`src/rtl/cnt_pkg.sv`:
```
// Shared types and next-count arithmetic for the parametrised up/down counter.
// Combinational helpers only; no latency and no backpressure.
package cnt_pkg;

  typedef enum logic [1:0] {
    CNT_IDLE = 2'd0,
    CNT_RUN  = 2'd1,
    CNT_DONE = 2'd2
  } cnt_state_t;

  // The helper works on a fixed 32-bit word, so counters are limited to WIDTH <= 32.
  localparam int CNT_FN_W = 32;
  typedef logic [CNT_FN_W-1:0] cnt_word_t;

  // Next count modulo max_val+1 in the selected direction.
  function automatic cnt_word_t cnt_next(input cnt_word_t cur,
                                         input logic      up_dn,
                                         input cnt_word_t max_val);
    cnt_word_t nxt;
    if (up_dn) begin
      nxt = (cur == max_val) ? '0 : cur + 32'd1;
    end else begin
      nxt = (cur == '0) ? max_val : cur - 32'd1;
    end
    return nxt;
  endfunction

endpackage

```
`src/rtl/cnt_ctrl_fsm.sv`:
```
// Run/one-shot control FSM for the counter: IDLE, RUN, DONE.
// State updates one clock after inputs are sampled; no backpressure.
module cnt_ctrl_fsm
  import cnt_pkg::*;
#(
  parameter bit AUTO_START = 1'b1
) (
  input  logic       clk,
  input  logic       rst,
  input  logic       start,
  input  logic       stop,
  input  logic       clear,
  input  logic       term_step,
  output cnt_state_t state,
  output logic       busy,
  output logic       done
);

  cnt_state_t state_nxt;

  always_ff @(posedge clk or posedge rst) begin
    if (rst) begin
      state <= AUTO_START ? CNT_RUN : CNT_IDLE;
    end else begin
      state <= state_nxt;
    end
  end

  always_comb begin
    state_nxt = state;
    case (state)
      CNT_IDLE: begin
        if (start) state_nxt = CNT_RUN;
      end
      CNT_RUN: begin
        // term_step is already masked by stop in the datapath, but stop wins here too.
        if (stop)           state_nxt = CNT_IDLE;
        else if (term_step) state_nxt = CNT_DONE;
      end
      CNT_DONE: begin
        if (clear)      state_nxt = CNT_IDLE;
        else if (start) state_nxt = CNT_RUN;
      end
      default: state_nxt = CNT_IDLE;
    endcase
  end

  assign busy = (state == CNT_RUN);
  assign done = (state == CNT_DONE);

endmodule

```
`src/rtl/param_up_down_counter.sv`:
```
// Parametrised up/down counter with load/clear, wrap or saturate, and one-shot control.
// count/wrap/ovf/state update one clock after sampling, tc is combinational; no backpressure.
module param_up_down_counter
  import cnt_pkg::*;
#(
  parameter int             WIDTH      = 4,
  parameter logic [WIDTH-1:0] MAX_VAL  = '1,
  parameter bit             SATURATE   = 1'b0,
  parameter bit             AUTO_START = 1'b1
) (
  input  logic             clk,
  input  logic             rst,
  input  logic             en,
  input  logic             up_dn,
  input  logic             start,
  input  logic             stop,
  input  logic             one_shot,
  input  logic             clear,
  input  logic             load,
  input  logic [WIDTH-1:0] load_val,
  output logic [WIDTH-1:0] count,
  output logic             tc,
  output logic             wrap,
  output logic             ovf,
  output logic             busy,
  output logic             done
);

  cnt_state_t       state;
  logic             tc_i;
  logic             step;
  logic             term_step;
  logic [WIDTH-1:0] count_q;
  logic [WIDTH-1:0] count_d;
  logic [WIDTH-1:0] step_val;
  logic [WIDTH-1:0] load_clamped;
  logic             wrap_q;
  logic             wrap_d;
  logic             ovf_q;
  logic             ovf_d;

  assign tc_i         = up_dn ? (count_q == MAX_VAL) : (count_q == '0);
  assign step         = (state == CNT_RUN) && en && !clear && !load && !stop;
  assign term_step    = step && tc_i && one_shot;
  assign step_val     = WIDTH'(cnt_next(cnt_word_t'(count_q), up_dn, cnt_word_t'(MAX_VAL)));
  assign load_clamped = (load_val > MAX_VAL) ? MAX_VAL : load_val;

  // Priority: clear > load > step > hold. wrap defaults low so it is a single-cycle pulse.
  always_comb begin
    count_d = count_q;
    wrap_d  = 1'b0;
    ovf_d   = ovf_q;
    if (clear) begin
      count_d = '0;
      ovf_d   = 1'b0;
    end else if (load) begin
      count_d = load_clamped;
    end else if (step) begin
      if (!tc_i) begin
        count_d = step_val;
      end else if (!one_shot) begin
        ovf_d = 1'b1;
        if (!SATURATE) begin
          count_d = step_val;
          wrap_d  = 1'b1;
        end
      end
    end
  end

  always_ff @(posedge clk or posedge rst) begin
    if (rst) begin
      count_q <= '0;
      wrap_q  <= 1'b0;
      ovf_q   <= 1'b0;
    end else begin
      count_q <= count_d;
      wrap_q  <= wrap_d;
      ovf_q   <= ovf_d;
    end
  end

  cnt_ctrl_fsm #(
    .AUTO_START (AUTO_START)
  ) u_fsm (
    .clk       (clk),
    .rst       (rst),
    .start     (start),
    .stop      (stop),
    .clear     (clear),
    .term_step (term_step),
    .state     (state),
    .busy      (busy),
    .done      (done)
  );

  assign count = count_q;
  assign tc    = tc_i;
  assign wrap  = wrap_q;
  assign ovf   = ovf_q;

endmodule

```
`config.mk`:
```
export PLATFORM = sky130hd
export DESIGN_NAME = param_up_down_counter
export DESIGN_NICKNAME = d
export VERILOG_FILES = /design/src/rtl/cnt_pkg.sv /design/src/rtl/cnt_ctrl_fsm.sv /design/src/rtl/param_up_down_counter.sv
export SDC_FILE = /design/constraint.sdc
export NUM_CORES = 1
export LEC_CHECK = 0
export CAP_MARGIN = 20
export CORE_MARGIN = 2
export CORE_UTILIZATION = 44
export CTS_CLUSTER_DIAMETER = 30
export DETAILED_ROUTE_END_ITERATION = 7
export PLACE_DENSITY = 0.75
export REMOVE_ABC_BUFFERS = 1
export SKIP_CTS_REPAIR_TIMING = 1
export SYNTH_ARGS = -nofsm -noshare
export SYNTH_HDL_FRONTEND = slang
export SYNTH_HIERARCHICAL = 1
export SYNTH_SLANG_ARGS = --single-unit
```
`constraint.sdc`:
```
create_clock -name clk -period 1.9 [get_ports clk]
set_input_delay 0.19 -clock clk [delete_from_list [all_inputs] [get_ports clk]]
set_output_delay 0.19 -clock clk [all_outputs]
set_load 0.005 [all_outputs]
```
==> qor.csv, run 1 <==
metric,value,unit
Syn Inst Count,74,
maximum root-to-sink buffer count,2,
clk_skew,9.82,ps
Max Fclk,0.564,GHz
FF+latch area,203,sq um
root buffer cell,clkbuf_4,
number of global-route vias before repair,585,
Overall Global Routing Usage,18.1,%
largest area contributor in the netlist,dfrtp_1,
Critical Path Max Stage Delay,440,ps
CP arrival,1870,ps
die area,1820,sq um
"EDFF count, synth",0,
Tightest Hold Check Type,input pin to async pin,
Ys Warns,6,
via count,648,
worst reg-to-reg setup slack,130,ps
initial antenna violation count,0,
die height,42.7,microns
Worst Slack Setup Final,125,ps
post-route minimum period,1770,ps
Crit path required time,2000,ps
area share of the largest cell type after synthesis,26.6,%
Die W,42.7,microns
r2r endpoint,count[2],
Slew headroom,77.4,%
Vias per Instance,5.40,
status,finished clean,
Port Buf Inserts,21,
area of the multi-input gates,422,sq um
CTS tree,built,
Leakage,0.456,nW
Yosys cell types,41,
DPL Wire Length,1250,microns
CP max-delay cell,dfrtp_2,
Top delay family on crit path,flip-flops,
"CTS clk-pin slew, worst paths",60,ps
Area Growth Syn to Fin,49.1,%
dpl cell area,916,sq um
NumNets Final,121,
worst-skew pair later-pin latency,250,ps
count of final setup violators,0,
Std-Cell Rows,13,
Synth Flop Type,dfrtp_1,
"Slew Viols, Final",0,
filler cell count,108,
Iteration-0 DRC Markers,14,
global route overflow,0,
Final Hold Viols,0,
"Avg Cell Area, Syn",8.91,sq um
PD cells,523,nW/um^2
post-place setup slack,67.4,ps
I/O Pins,22,
Core Region,1350,sq um
overall power,0.000514,W
average routed wire per standard cell,13.1,microns
TritonCTS buffer count,3,
Initial Util,48.8,%
Max-Cap Viols,0,
synth top area cells,"dfrtp_1, dfstp_2, inv_1",
crit path kind,flip-flop to flip-flop,
Commonest cells post-synth,"dfrtp_1, inv_1, nor2_1",
worst reg2reg startpoint,count[0],
R2R depth,6,
largest net degree at the start of global routing,11,
Worst VDD drop,0.599,mV
final hold slack,137,ps
critical path endpoint category,flip-flop,
global-route wire length before repair,2520,microns
ANT cells,0,
WL final,1580,microns
Worst-Margin Slew,339,ps
worst-path fanout max,5,
Post-Route Utilization,72.8,%
CP Buf/Inv Count,1,
post-synthesis async set-or-reset flop share,100,%
"Design Area, Final",983,sq um
DRC viols,0,
clock sink total,8,
Final ANT Viol Nets,0,
crit-path cells,ha_2 > and4_1 > or2_1 > buf_4 > a221oi_1 > o32ai_1,
RSZ-0062 raised after global routing,no,
period utilization,93.4,%
DRT Pass-1 Iters,4,
H-Tree Depth,1,
GP Congestion,0.821,
critical path launch point type,flip-flop,
synthesized area,659,sq um
share of cells above drive strength 1,24.8,%
#FFs+latches synth,8,
register area share after synthesis,30.6,%
metal layers:
metal	vias up	track usage (%)	part of all wire, %
met4	0	9.38	0
met1	304	26.1	49
met5	-	0	0
li1	332	-	-
met3	0	2.98	2.5
met2	12	25.8	48
kinds of logic (layout without fill, tap and decap cells):
logic type | Yosys count | count (layout) | share of synthesized area (%)
buf+inv | 11 | 42 | 7.78
xor+xnor | 1 | 1 | 1.33
fa+ha+maj | 2 | 2 | 3.79
simple gates | 28 | 28 | 27.3
compound gates | 22 | 22 | 26.0
flops | 8 | 8 | 30.6
mux | 2 | 2 | 3.23
sequential cells by signal, indices dropped and copies added, names as in the netlist:
name / cells
count: 4
ovf: 1
u_fsm/state: 2
wrap: 1
area by class of cell:
class                   instances  area share [%]
multi-input cells              55            42.9
repair buffers                 31            29.3
flip-flops and latches          8            20.6
clock buffers                   4            2.67
inverters                       7            2.67
well taps                      15            1.91
worst max path at each step:
stage / slack, ps / end / start / cells after the start
3_5_place_dp: 70 / tc / up_dn / 4
6_report: 130 / count[2] / count[0] / 6
5_1_grt: 50 / count[2] / count[0] / 6
3_3_place_gp: 100 / tc / up_dn / 4
4_1_cts: -210 / tc / count[0] / 5
2_1_floorplan: 280 / count[2] / count[0] / 6
where the power goes:
part | total (W) | internal, W | switching, W
Sequential | 0.000202 | 0.000183 | 0.0000189
Combinational | 0.000180 | 0.000108 | 0.0000721
Clock | 0.000132 | 0.0000799 | 0.0000518
layout by cell type (no fill, tap or decap), types with 2 or more instances in the layout:
master / n
inv_2: 2
a211o_1: 2
nor2_1: 7
and3_1: 3
nor2b_1: 2
nand2_1: 6
buf_4: 10
inv_1: 5
a21oi_1: 3
dfrtp_1: 6
clkbuf_4: 3
clkdlybuf4s50_1: 20
o21ai_0: 3
stage by stage:
| stage | std cells | setup TNS (ps) |
|---|---|---|
| 2_1_floorplan | 70 | 0 |
| 3_3_place_gp | 113 | 0 |
| 3_5_place_dp | 113 | 0 |
| 4_1_cts | 117 | -210 |
| 5_1_grt | 120 | 0 |
| 6_report | 120 | 0 |
Power figures use the tool's default switching activity.
==> inputs of run 2 (changes only) <==
- CORE_MARGIN: 2 -> 5
- SETUP_SLACK_MARGIN: not set -> 0.5
==> run 2 against run 1 <==
Cell count up 9.2%; highest routed layer is now met4; flip-flop and latch count stayed put; fmax is 4.2% higher; power up 9.0%; critical path depth up 1; combinational power up 27%; setup slack better by 72 ps.
==> qor.csv, run 2 (synthesis results as in run 1) <==
metric,value,unit
via count,697,
most frequent cells in the layout,"buf_4, clkdlybuf4s50_1, dlymetal6s2s_1",
clock sink total,8,
Slew headroom,83.1,%
"commonest non-fill, non-tap cell in the layout",buf_4,
Die W,48.7,microns
TritonCTS buffer count,3,
Leakage,0.594,nW
"Slew Viols, Final",0,
Final Hold Viols,0,
average routed wire per standard cell,15.6,microns
"CTS clk-pin slew, worst paths",60,ps
Area Growth Syn to Fin,67.6,%
PD cells,507,nW/um^2
DRT Pass-1 Iters,4,
dpl cell area,925,sq um
worst-path fanout max,5,
period utilization,89.6,%
Post-Route Utilization,75.1,%
Crit path required time,2040,ps
"Design Area, Final",1100,sq um
I/O Pins,22,
Port Buf Inserts,21,
Tightest Hold Check Type,input pin to async pin,
Top delay family on crit path,compound AO/OA/AOI/OAI gates,
Max Fclk,0.587,GHz
share of cells above drive strength 1,34.8,%
filler cell count,102,
global route overflow,0,
FF+latch area,205,sq um
post-route minimum period,1700,ps
maximum root-to-sink buffer count,2,
Worst Slack Setup Final,198,ps
Worst VDD drop,0.432,mV
area of the multi-input gates,445,sq um
Core Region,1470,sq um
NumNets Final,131,
Max-Cap Viols,0,
CTS tree,built,
setup TNS,0,ps
DPL Wire Length,1310,microns
number of global-route vias before repair,628,
Std-Cell Rows,14,
critical path launch point type,flip-flop,
CP Buf/Inv Count,2,
Final ANT Viol Nets,0,
RSZ-0062 raised after global routing,yes,
root buffer cell,clkbuf_4,
largest net degree at the start of global routing,12,
crit-path cells,inv_2 > ha_4 > nor4b_4 > buf_4 > o21ai_4 > a211o_1 > o211a_1,
GP Congestion,0.851,
crit path kind,flip-flop to flip-flop,
DRC viols,0,
Vias per Instance,5.32,
CP arrival,1840,ps
Worst-Margin Slew,253,ps
status,finished clean,
die area,2370,sq um
clk_skew,5.12,ps
count of final setup violators,0,
critical path endpoint category,flip-flop,
post-place setup slack,50.5,ps
Iteration-0 DRC Markers,27,
WL final,2050,microns
worst-skew pair later-pin latency,250,ps
global-route wire length before repair,2820,microns
max reg flops,4,
H-Tree Depth,1,
die height,48.7,microns
ANT cells,0,
Critical Path Max Stage Delay,430,ps
Overall Global Routing Usage,14.7,%
Initial Util,44.8,%
overall power,0.000560,W
CP max-delay cell,dfrtp_2,
initial antenna violation count,0,
[run 2: worst paths after layout]
path / from / depth (start not counted) / end / slack, ps
min in group clk: ovf / 1 / ovf / 480
max: count[0] / 7 / count[3] / 200
max in group asynchronous: rst / 2 / count[2] / 1530
max reg2reg: count[0] / 7 / count[3] / 200
min reg2reg: ovf / 1 / ovf / 480
min: rst / 2 / u_fsm/state[1] / 120
[run 2: power by group]
part	total, W	internal, W	switching [W]
Clock	0.000136	0.0000802	0.0000558
Sequential	0.000197	0.000184	0.0000132
Combinational	0.000228	0.000132	0.0000954
Total	0.000560	0.000396	0.000164
[run 2: final cells by class]
cell class                 instances  share of cell area (%)
clock buffer                       4                    2.38
inverter                           7                    2.38
multi-input combinational         55                    40.3
sequential                         8                    18.6
tap                               16                    1.81
timing repair buffer              41                    34.5
[run 2: stage by stage]
stage	instances	hold WS, ps
3_5_place_dp	115	377
2_1_floorplan	70	-69.5
4_1_cts	119	109
6_report	131	116
3_3_place_gp	115	374
5_1_grt	131	107
[run 2: routing by layer]
layer  GRT usage [%]  part of all wire, %
met1            19.4                   44
met2            22.8                   51
met3            2.76                  4.3
met4            6.73                 0.54
met5               0                    0
[run 2: worst register-to-register path, delay by kind of cell, from the launching register on]
family,cells,cell delay (ps)
AOI/OAI and AO/OA,3,510
adders and majority gates,1,150
buffers and inverters,2,270
DFF,1,430
and+or+nand+nor,1,230
==> inputs of run 3 (changes only) <==
- SLEW_MARGIN: not set -> 0
==> results of run 3 <==
Final layout, timing and power as in run 2 (identical DEF).
==> edit 1 (flow settings as in run 1) <==
Put one more register stage on the output `count`. The value now appears one clock later. The other outputs are not delayed to match. Comments in the files are not updated.
--- a/src/rtl/param_up_down_counter.sv
+++ b/src/rtl/param_up_down_counter.sv
@@ -94,7 +94,9 @@
     .done      (done)
   );
 
-  assign count = count_q;
+  always_ff @(posedge clk) begin
+    count <= count_q;
+  end
   assign tc    = tc_i;
   assign wrap  = wrap_q;
   assign ovf   = ovf_q;
Formal check against the unedited RTL: not equivalent (Yosys sat finds a counterexample within 4 cycles, from zero or initial values and one cycle with rst high).
==> edit 1 against run 1 <==
  * Non-clock buffer count rose by 3
  * Register-to-register slack got worse by 0.04 ns
  * Clock skew fell by 0.0061 ns
  * First-iteration DRC count fell by 7.1%
  * Final area rose by 9.3%
  * Count of clock-buffer cells in the layout did not move
  * Sequential power rose by 45%
  * Worst setup slack got worse by 0.051 ns
  * Sequential cell count rose by 4
  * Area after synthesis rose by 5.9%
  * Clock power rose by 51%
  * Total power rose by 43%
  * Largest cell class unchanged
  * Routed wire length rose by 3.4%
==> edit 1: results <==
export IMPL_run_status="complete, no violations"
export IMPL_path_max_fanout=3
export IMPL_ys_seq_area_share_pct=40.3
export IMPL_routed_via_count=692
export IMPL_yosys_top_cells_area="dfrtp_1, dfxtp_1, dfstp_2"
export IMPL_critical_path_max_stage_delay_ns=0.47
export IMPL_complex_gate_fraction_of_the_synthesized_area_pct=19.5
export IMPL_routed_top_layer="met4"
export IMPL_pg_comb_uw=245
export IMPL_synth_xor_area_share_pct=1.25
export IMPL_yosysUniqueCellTypes=38
export IMPL_post_synth_inst_count=69
export IMPL_drive_gt1_share_pct=30.5
export IMPL_top_regs="count: 4 flops, count_q: 4 flops, u_fsm/state: 2 flops"
export IMPL_timing_clock_skew_ns=0.00371
export IMPL_worst_skew_pair_late_latency_ns=0.27
export IMPL_synth_async_reset_ratio_pct=66.7
export IMPL_place_hpwl_um=1310
export IMPL_critical_path_endpoint="tc"
export IMPL_place_gp_congestion=0.885
export IMPL_wl_met1_um=748
export IMPL_route_met3_wl_um=57
export IMPL_critical_path_reg2reg_endpoint="u_fsm/state[0]$_DFFE_PP1P_"
export IMPL_met2_wirelength_um=777
export IMPL_maximum_resistive_drop_on_vdd_uv=377
export IMPL_worst_r2r_startpoint="count_q[1]$_DFFE_PP0P_"
export IMPL_leakage_uw=0.000523
export IMPL_gr_usage_met3_pct=2.50
export IMPL_synth_commonest_cells="dfrtp_1, inv_1, nand2_1, nor2_1, dfxtp_1"
export IMPL_grtUsageMet2_pct=29.1
export IMPL_r2r_cells=8
export IMPL_iteration_0_drc_markers=13
export IMPL_ff2ff_setup_slack_ns=0.09
export IMPL_critPathSlowestCell="or4b_4"
export IMPL_via_count_of_the_first_global_routing_pass=657
export IMPL_post_detailed_route_via_to_cell_ratio=5.72
export IMPL_grtUsageMet1_pct=23.9
export IMPL_p_seq_share_pct=39.8
export IMPL_worst_ep_arrival_time_ns=1.64
export IMPL_p_int_uw=540
export IMPL_grt_usage_pct=18.7
export IMPL_wirelength_um=1630
export IMPL_timing_worst_setup_path_type="reg2out"
export IMPL_largest_net_degree_at_the_start_of_global_routing=8
export IMPL_synth_adder_area_share_pct=3.58
==> edit 1: logic make-up after synthesis <==
group / after synthesis
adders and majority gates: 2
xor gates and xnor gates: 1
AOI/OAI and AO/OA: 17
buffers and inverters: 9
and+or+nand+nor: 24
DFF: 12
muxes: 4
==> edit 1: metrics by stage <==
stage	util [%]	setup slack (ns)	area, µm²	hold slack, ns	total power, µW
final	72.2	0.0745	1070	0.0958	736
after global routing	72.2	0.00320	1070	0.110	775
after CTS	70.3	-0.302	1050	0.0859	733
after detailed placement	67.9	-0.00854	1010	0.383	532
after global placement	67.9	0.00663	1010	0.378	529
after floorplan	-	0.107	683	-0.0695	405
==> edit 1: area by class of cell <==
| type | count | area [µm²] |
|---|---|---|
| fillers | 111 | 414 |
| multi-input cells | 48 | 400 |
| repair buffers | 34 | 310 |
| flip-flops and latches | 12 | 282 |
| clock buffers | 4 | 36.3 |
| inverters | 7 | 26.3 |
| well taps | 16 | 20.0 |
==> edit 2 (config.mk and constraints of run 1) <==
Without the edit above. The parameter `SATURATE` goes from 1'b0 to 1'b1.
--- a/src/rtl/param_up_down_counter.sv
+++ b/src/rtl/param_up_down_counter.sv
@@ -5,7 +5,7 @@
 #(
   parameter int             WIDTH      = 4,
   parameter logic [WIDTH-1:0] MAX_VAL  = '1,
-  parameter bit             SATURATE   = 1'b0,
+  parameter bit             SATURATE   = 1'b1,
   parameter bit             AUTO_START = 1'b1
 ) (
   input  logic             clk,
Formal check against the unedited RTL: not equivalent (a bounded check fails within 4 cycles, from zero or initial values and one cycle with rst high).
==> edit 2 against run 1 <==
  * The flow now finishes with violations (negative setup slack)
  * Critical endpoint is now count[0]$_DFFE_PP0P_
  * Sequential cell count decreased by 1
  * Largest power group is now combinational logic
  * Routed wire length is 7.9% higher
  * Total power is 8.7% higher
  * Final area fell by 5.3%
  * Sequential power fell by 12%
  * Core utilization down 0.40 points
  * Area after synthesis shrank 9.1%
  * Worst setup slack worse by 0.15 ns
  * Clock power grew 9.8%
==> edit 2: results <==
export IMPL_run_status="complete, but fails checks"
export IMPL_met2_wirelength_um=863
export IMPL_number_of_flip_flops_in_the_largest_register=4
export IMPL_routed_top_layer="met4"
export IMPL_io_buffers=20
export IMPL_detail_route_first_pass_iterations=4
export IMPL_maximum_resistive_drop_on_vdd_uv=369
export IMPL_gr_usage_met3_pct=1.63
export IMPL_grt_usage_pct=22.3
export IMPL_path_max_fanout=6
export IMPL_n_fill_cell=104
export IMPL_timing_critical_path_max_delay_family="simple AND/OR/NAND/NOR gates"
export IMPL_route_met3_wl_um=56
export IMPL_synth_commonest_cells="a21oi_1, dfrtp_1, nor2_1"
export IMPL_ys_seq_area_share_pct=29.4
export IMPL_post_route_worst_setup_slack_ns=-0.0269
export IMPL_setup_violations_final=2
export IMPL_grtUsageMet1_pct=33.1
export IMPL_critPathSlowestCell="or4b_4"
export IMPL_routed_via_count=620
export IMPL_worst_skew_pair_late_latency_ns=0.27
export IMPL_detail_route_wl_per_cell_um=15.1
export IMPL_fin_cells=113
export IMPL_cts_clk_slew_worst_paths_ns=0.06
export IMPL_avgSynthCellArea_um2=9.22
export IMPL_yosys_top_cells_area="dfrtp_1, a21oi_1, a311oi_4"
export IMPL_timing_clock_skew_ns=0.00812
export IMPL_dp_slack_ns=-0.0657
export IMPL_grt_pass1_wl_um=2420
export IMPL_wl_met1_um=762
export IMPL_grt_antenna_before_repair=0
export IMPL_critical_path_max_stage_delay_ns=0.47
export IMPL_syn2layout_area_growth_pct=55.3
export IMPL_yosysUniqueCellTypes=38
export IMPL_synth_largest_type_area_fraction_pct=25.1
export IMPL_iteration_0_drc_markers=19
export IMPL_number_of_clock_buffers_inserted_by_tritoncts=3
export IMPL_worst_ep_arrival_time_ns=2.12
export IMPL_via_count_of_the_first_global_routing_pass=544
export IMPL_drive_gt1_share_pct=27.6
export IMPL_place_hpwl_um=1270
export IMPL_cts_max_level=1
export IMPL_synth_warning_count=6
export IMPL_place_gp_congestion=0.851
export IMPL_ctsLongestPathBuffers=2
export IMPL_failing_checks="negative setup slack"
export IMPL_leakage_uw=0.000412
export IMPL_cts_root_buf="clkbuf_4"
export IMPL_area_post_placement_um2=852
export IMPL_antenna_diode_instance_count=0
export IMPL_hold_class="in2async"
export IMPL_largest_net_degree_at_the_start_of_global_routing=10
export IMPL_finalSetupTns_ns=-0.0433
export IMPL_grtUsageMet2_pct=32.4
==> edit 2: cell count changes after synthesis, sizes merged, moves of 2 or more <==
| cell | delta |
|---|---|
| nor3 | +2 |
| and3b | +2 |
| a311oi | +2 |
| a211o | -2 |
| and3 | -3 |
| a21oi | +3 |
| nand2 | -2 |
| nor2b | -2 |
| inv | -2 |
| o21ai | -3 |
==> edit 2: final cells by class <==
class	instances	area share [%]
multi-input combinational	50	41.9
inverter	5	2.02
clock buffer	4	2.82
sequential	7	19.0
timing repair buffer	32	32.3
tap	15	2.02
==> edit 2: worst paths after layout <==
| check | start | to | slack, ns | cells after the start |
|---|---|---|---|---|
| max | count[0]$_DFFE_PP0P_ | count[0]$_DFFE_PP0P_ | -0.03 | 8 |
| min reg2reg | ovf$_DFFE_PP0P_ | ovf$_DFFE_PP0P_ | 0.63 | 2 |
| max in group asynchronous | rst | count[1]$_DFFE_PP0P_ | 1.58 | 2 |
| min in group clk | ovf$_DFFE_PP0P_ | ovf$_DFFE_PP0P_ | 0.63 | 2 |
| max reg2reg | count[0]$_DFFE_PP0P_ | count[0]$_DFFE_PP0P_ | -0.03 | 8 |
| min | rst | u_fsm/state[1]$_DFFE_PP0P_ | 0.11 | 2 |
==> edit 2: kinds of logic (layout without fill, tap and decap cells) <==
group	Yosys count	in the layout	share of synthesized area, %
compound gates	18	18	23.8
xor+xnor	1	1	1.46
fa+ha+maj	2	2	4.17
buf+inv	8	41	8.77
flops	7	7	29.4
mux	2	2	3.55
other cells	1	1	0.626
simple gates	26	26	28.2
==> edit 2: power breakdown <==
part           internal [µW]  switching (µW)
clock network           80.7            63.8
registers                164            12.9
logic                    137             100
total                    382             177
